### src/rtl/rr_arbiter_param.sv
// Round-robin arbiter over NUM_REQ requesters; optional grant locking via RR_ARB_LOCK_EN.
// Latency: grant is registered one cycle after the deciding edge.
// Backpressure: en_i low freezes grant outputs and priority pointer.
module rr_arbiter_param #(
    parameter int NUM_REQ = 5,
    parameter int IDX_W   = $clog2(NUM_REQ)
) (
    input  logic               clk_i,
    input  logic               rst_i,
    input  logic [NUM_REQ-1:0] req_i,
    input  logic               en_i,
    input  logic               release_i,
    output logic [NUM_REQ-1:0] gnt_o,
    output logic [IDX_W-1:0]   gnt_idx_o,
    output logic               gnt_valid_o
);

    typedef enum logic {IDLE, GRANT} state_t;

    state_t             state;
    logic [IDX_W-1:0]   ptr;
    logic [NUM_REQ-1:0] above_ptr;
    logic [NUM_REQ-1:0] req_masked;
    logic [NUM_REQ-1:0] win_onehot;
    logic [IDX_W-1:0]   win_idx;
    logic [IDX_W-1:0]   next_ptr;
    logic               win_vld;

    // Requests at or above ptr take precedence; if none, the lowest request wraps around.
    always_comb begin
        above_ptr  = '0;
        win_idx    = '0;
        win_onehot = '0;
        for (int i = 0; i < NUM_REQ; i++) begin
            above_ptr[i] = (IDX_W'(i) >= ptr);
        end
        req_masked = req_i & above_ptr;
        for (int i = NUM_REQ - 1; i >= 0; i--) begin
            if (req_i[i]) begin
                win_idx    = IDX_W'(i);
                win_onehot = '0;
                win_onehot[i] = 1'b1;
            end
        end
        for (int i = NUM_REQ - 1; i >= 0; i--) begin
            if (req_masked[i]) begin
                win_idx    = IDX_W'(i);
                win_onehot = '0;
                win_onehot[i] = 1'b1;
            end
        end
        win_vld  = |req_i;
        next_ptr = (win_idx == IDX_W'(NUM_REQ - 1)) ? '0 : win_idx + IDX_W'(1);
    end

`ifndef RR_ARB_LOCK_EN
    logic release_unused;
    assign release_unused = release_i;
`endif

    always_ff @(posedge clk_i) begin
        if (rst_i) begin
            state     <= IDLE;
            ptr       <= '0;
            gnt_o     <= '0;
            gnt_idx_o <= '0;
        end else begin
            case (state)
                IDLE: begin
                    if (en_i && win_vld) begin
                        state     <= GRANT;
                        gnt_o     <= win_onehot;
                        gnt_idx_o <= win_idx;
                        ptr       <= next_ptr;
                    end
                end
                GRANT: begin
                    if (en_i) begin
`ifdef RR_ARB_LOCK_EN
                        // Locked: only release or loss of the owner's request ends the grant.
                        if (release_i || !(|(req_i & gnt_o))) begin
                            state     <= IDLE;
                            gnt_o     <= '0;
                            gnt_idx_o <= '0;
                        end
`else
                        if (win_vld) begin
                            gnt_o     <= win_onehot;
                            gnt_idx_o <= win_idx;
                            ptr       <= next_ptr;
                        end else begin
                            state     <= IDLE;
                            gnt_o     <= '0;
                            gnt_idx_o <= '0;
                        end
`endif
                    end
                end
                default: begin
                    state     <= IDLE;
                    gnt_o     <= '0;
                    gnt_idx_o <= '0;
                end
            endcase
        end
    end

    assign gnt_valid_o = |gnt_o;

endmodule

### config.mk
export PLATFORM = sky130hd
export DESIGN_NAME = rr_arbiter_param
export DESIGN_NICKNAME = d
export VERILOG_FILES = /design/src/rtl/rr_arbiter_param.sv
export SDC_FILE = /design/constraint.sdc
export NUM_CORES = 1
export LEC_CHECK = 0
export BUFFER_PORTS_ARGS = -buffer_cell sky130_fd_sc_hd__buf_4
export CAP_MARGIN = 20
export CORE_ASPECT_RATIO = 1.5
export CORE_MARGIN = 2
export CORE_UTILIZATION = 35
export DETAILED_ROUTE_END_ITERATION = 8
export HOLD_SLACK_MARGIN = 0.03
export PLACE_DENSITY = 0.65
export SLEW_MARGIN = 0
export SYNTH_ARGS = -nofsm -noshare
export SYNTH_HDL_FRONTEND = slang
export SYNTH_SLANG_ARGS = --single-unit
### constraint.sdc
create_clock -name clk_i -period 2.4 [get_ports clk_i]
set_input_delay 0.24 -clock clk_i [delete_from_list [all_inputs] [get_ports clk_i]]
set_output_delay 0.24 -clock clk_i [all_outputs]
set_load 0.005 [all_outputs]
==> out/metrics.cfg, run 1 <==
[run_status]
status=completed

[timing]
whs_ps=212
finalClockSkew_ps=2.62
rsz0062_at_grt=false
setup_viol=0
setup_tns_ps=0
max_freq_ghz=0.483
fin_crit_ps=2070
hold_violations=0
maxSlewViolCount=0
period_share_pct=86.2
worstMarginPinSlew_ps=389
slew_headroom_pct=73.8

[routing]
routed-via-count=780
viasPerCell=5.65
routed_wl_um=1850
final_antenna_net_count=0
drc_errors=0
first_iter_violations=21
wl_per_cell_um=13.4
first_pass_iters=5

[logic_synthesis]
syn_inst=100
ys_seq_area_share_pct=28.9
synth.most_common_cell=a21oi_1
ys_async_sr_fraction_pct=0
yosys_most_used_dff=dfxtp_1
syn_nets=111
synth_top_area_cell=dfxtp_1
yosys_register_bits=11
syn_area_per_cell_um2=7.62
synth_commonest_cells=12 x a21oi_1, 11 x dfxtp_1, 11 x nor2_1
syn_area_um2=762
synth_edf_count=0
netlist_top_cells_area=dfxtp_1 29%, a21oi_1 7.9%, nor2_1 5.4%
synth_top_area_share_pct=28.9
synth_cell_types=36
ys_warn_count=0

[clocking]
clk_pin_slew_worst_paths_ps=70
cts_resized=0
clock_sinks=11
clockBufferDepth=2
cts_inserted_buffers=3
cts_setup_buffers=0
clock_latency_ps=280
htreeDepth=1
postCtsHoldBufs=0
cts_tree=yes
clock-root-buffer=clkbuf_4

[global_routing]
grt_first_pass_wirelength_um=3010
gr-usage-all-layers_pct=15.4
grt-ovfl-total=0
grt_pass1_vias=743
grt_max_degree=13
antenna_found_initial=0

[run]
max-cap-violations=0

[floorplan]
dieArea_mm2=0.00257
rows=20
io_pins=18
start_util_pct=37.1
core_area_mm2=0.00205
die-height_um=61.1
die_w_um=42.1

[setup_path]
end_kind=flip-flop
cp-start-kind=flip-flop
critPathMaxStageDelay_ps=360
r2r_start=ptr[1]
cp_max_fo=5
rrSetupSlack_ps=330
crit_chain=o21ai_0, a211o_1, a21oi_1, o21ai_1, inv_1, ha_1, nor2_1, mux2i_1, a211oi_1
critPathKind=reg -> reg
crit_arrival_ps=2270
cpMaxStageDelayCell=dfxtp_1
worstPathRequired_ps=2600
r2r_end=ptr[2]
r2r_cells=9

[worst_hold_path]
holdPathStages=2
holdPathEnd=ptr[1]
min_from=rst_i
holdCritPathClass=in -> reg

[power]
powerDensity_mw_per_mm2=555
irDropWorstVdd_uv=349
power_leakage_nw=0.380
finalPower_mw=0.510

[placed_design]
postPlaceCellArea_um2=892
port_buffers=16
placed_cells=134
dp_hpwl_um=1390
routabilityCongestion=0.851

[final_layout]
stdcell_count=138
drive_gt1_share_pct=22.4
stdcell_area_um2=918
insertedDiodeCount=0
layout.nets=128
area_growth_pct=20.5

-- how the worst max path moves through the flow --
stage                      start  endpoint  slack (ps)  cells after the start
after floorplan           ptr[2]    ptr[2]         610                      9
after global placement    ptr[1]    ptr[2]         310                      9
after detailed placement  ptr[1]    ptr[2]         260                      9
after CTS                 ptr[1]    ptr[2]         180                      9
after global routing      ptr[1]    ptr[2]         140                      9
final                     ptr[1]    ptr[2]         330                      9
-- registers in the layout (all words and copies together), names as in the netlist, named ones only --
name and count:
ptr 3, gnt_o 5, gnt_idx_o 2
-- layout by cell type (no fill, tap or decap), types with 2 or more instances in the layout --
| cell | count |
|---|---|
| a21oi_1 | 12 |
| buf_4 | 19 |
| nand2_1 | 8 |
| clkbuf_4 | 3 |
| inv_1 | 6 |
| a211oi_1 | 2 |
| o21ai_0 | 5 |
| ha_1 | 2 |
| a22oi_1 | 2 |
| nor3_1 | 3 |
| nand2b_1 | 5 |
| mux2i_1 | 2 |
| a211o_1 | 2 |
| nor2_1 | 11 |
| dfxtp_1 | 11 |
| o22ai_1 | 2 |
| or2b_1 | 2 |
| o21ai_1 | 2 |
-- layout make-up --
class	count	area [µm²]
multi-input combinational	76	479
timing repair buffer	19	143
fill	218	1130
sequential	11	220
inverter	6	22.5
tap	22	27.5
clock buffer	4	26.3
-- stage by stage --
step,util (%),worst slack (ps)
after floorplan,-,613
after global placement,43.5,310
after detailed placement,43.5,261
after CTS,44.8,180
after global routing,44.8,143
final,44.8,330
-- cell families (layout without fill, tap and decap cells) --
group,Yosys count,in the layout,share of synthesized area (%)
AOI/OAI and AO/OA,37,37,33.3
adders and majority gates,2,2,3.28
buffers and inverters,13,29,8.21
DFF,11,11,28.9
muxes,2,2,2.63
and+or+nand+nor,35,35,23.6
-- power breakdown --
part | switching, mW | internal, mW | total, mW
Sequential | 0.0105 | 0.197 | 0.207
Clock | 0.0653 | 0.0646 | 0.130
Combinational | 0.0936 | 0.0795 | 0.173
Total | 0.169 | 0.341 | 0.510
-- critical path, delay by kind of cell (launching register included) --
family                   cells  cell delay (ps)
AO/OA/AOI/OAI                5             1140
AND/OR/NAND/NOR              1              110
adder cells (fa/ha/maj)      1              220
buffers and inverters        1               80
multiplexers                 1               80
flip-flops                   1              360
-- layer usage --
layer | share of wire [%] | global-route usage (%) | up-vias
met1 | 43 | 15.5 | 358
li1 | - | - | 397
met3 | 3.9 | 1.47 | 5
met4 | 2.8 | 11.6 | 0
met2 | 50 | 29.5 | 20
met5 | 0 | 0 | -
Power figures use the tool's default switching activity.
==> run 2: changes to the inputs <==
- RECOVER_POWER: unset -> 25
==> run 2 against run 1 <==
Largest power group unchanged. Clock skew is essentially flat. Sequential share of layout area is the same. Critical endpoint unchanged. Register-to-register slack about the same. Design area unchanged. Sequential power hardly changed. First-iteration DRC count did not move. Non-clock buffer count is the same. Core utilization did not move. Critical path type unchanged.
==> out/metrics.cfg, run 2 (synthesis gave the netlist of run 1 again) <==
[run_status]
status=completed

[worst_hold_path]
holdPathEnd=ptr[1]
min_from=rst_i
holdPathStages=2
holdCritPathClass=in -> reg

[setup_path]
critPathMaxStageDelay_ps=360
r2r_cells=9
rrSetupSlack_ps=340
crit_arrival_ps=2260
cpMaxStageDelayCell=dfxtp_1
worstPathRequired_ps=2600
cp_max_fo=5
worst-path-buf-inv=1
end_kind=flip-flop
critPathKind=reg -> reg
crit_chain=o21ai_0, a211o_1, a21oi_1, o21ai_1, inv_1, ha_1, nor2_1, mux2i_1, a211oi_1
r2r_end=ptr[2]
r2r_start=ptr[1]
cp-start-kind=flip-flop
cp_top_family=compound AO/OA/AOI/OAI gates

[final_layout]
seq_area_um2=220
largest_reg_flops=5
final_cell_mix=14 x buf_4, 12 x a21oi_1, 11 x nor2_1, 11 x dfxtp_1
final_core_util_pct=44.8
layout_commonest_cell=buf_4
reg_top3=gnt_o x5, ptr x3, gnt_idx_o x2
insertedDiodeCount=0
drive_gt1_share_pct=22.4
area_growth_pct=20.5
top_register=gnt_o
n_fill_cell=218
layout.nets=128
multi_input_area_um2=479

[timing]
fin_crit_ps=2060
whs_ps=210
period_share_pct=85.8
slew_headroom_pct=73.8
finalClockSkew_ps=2.88
worstMarginPinSlew_ps=389
setup_tns_ps=0
fin_ws_ps=341
maxSlewViolCount=0
rsz0062_at_grt=false
setup_viol=0
max_freq_ghz=0.486
hold_violations=0

[placed_design]
port_buffers=16
place_ws_ps=261
routabilityCongestion=0.851
dp_hpwl_um=1390

[clocking]
clockBufferDepth=2
cts_inserted_buffers=3
clk_pin_slew_worst_paths_ps=70
postCtsHoldBufs=0
clock-root-buffer=clkbuf_4
htreeDepth=1
clock_latency_ps=280
cts_tree=yes
clock_sinks=11

[floorplan]
die-height_um=61.1
die_w_um=42.1
start_util_pct=37.1
core_area_mm2=0.00205
dieArea_mm2=0.00257
io_pins=18
rows=20

[global_routing]
grt-ovfl-total=0
grt_max_degree=13
grt_pass1_vias=743
gr-usage-all-layers_pct=15.4
grt_first_pass_wirelength_um=3010
antenna_found_initial=0

[run]
max-cap-violations=0

[routing]
routed-via-count=776
drc_errors=0
final_antenna_net_count=0
first_pass_iters=4
first_iter_violations=21
routed_wl_um=1840
wl_per_cell_um=13.3
viasPerCell=5.62

[power]
powerDensity_mw_per_mm2=555
power_leakage_nw=0.377
irDropWorstVdd_uv=349

[run 2: cell types whose count changed in the layout (fill, tap and decap cells not counted)]
cell / previous run / this run
buf_4: 19 / 14
clkbuf_4: 3 / 8
[run 2: area by class of cell]
type / instances / share of cell area (%)
multi-input cells: 76 / 52.2
flip-flops and latches: 11 / 24.0
repair buffers: 19 / 15.5
well taps: 22 / 3.00
clock buffers: 4 / 2.86
inverters: 6 / 2.45
[run 2: worst max-delay path by stage]
stage,from,cells after the start,to,slack (ps)
after floorplan,ptr[2],9,ptr[2],610
after global placement,ptr[1],9,ptr[2],310
after detailed placement,ptr[1],9,ptr[2],260
after CTS,ptr[1],9,ptr[2],180
after global routing,ptr[1],9,ptr[2],140
final,ptr[1],9,ptr[2],340
[run 2: where the power goes]
part           total [mW]  internal, mW  switching [mW]
logic               0.172        0.0790          0.0931
clock network       0.131        0.0646          0.0663
registers           0.207         0.197          0.0104
[run 2: repair_timing]
action	in CTS	in global routing
resized for setup	0	1
endpoints found under the setup margin	0	1
setup buffers	0	0
[run 2: routing by layer]
metal  wire length, µm  global-route usage [%]  up-vias
li1                  -                       -      398
met5                 0                       0        -
met2               925                    29.5       18
met4                51                    11.6        0
met1               795                    15.5      355
met3                67                    1.47        5
[run 2: through the flow]
step	total power, mW	instance area, µm²	std cells
4_1_cts	0.516	918	138
5_1_grt	0.540	918	138
6_report	0.510	918	138
3_5_place_dp	0.380	892	134
2_1_floorplan	0.323	762	100
3_3_place_gp	0.376	892	134
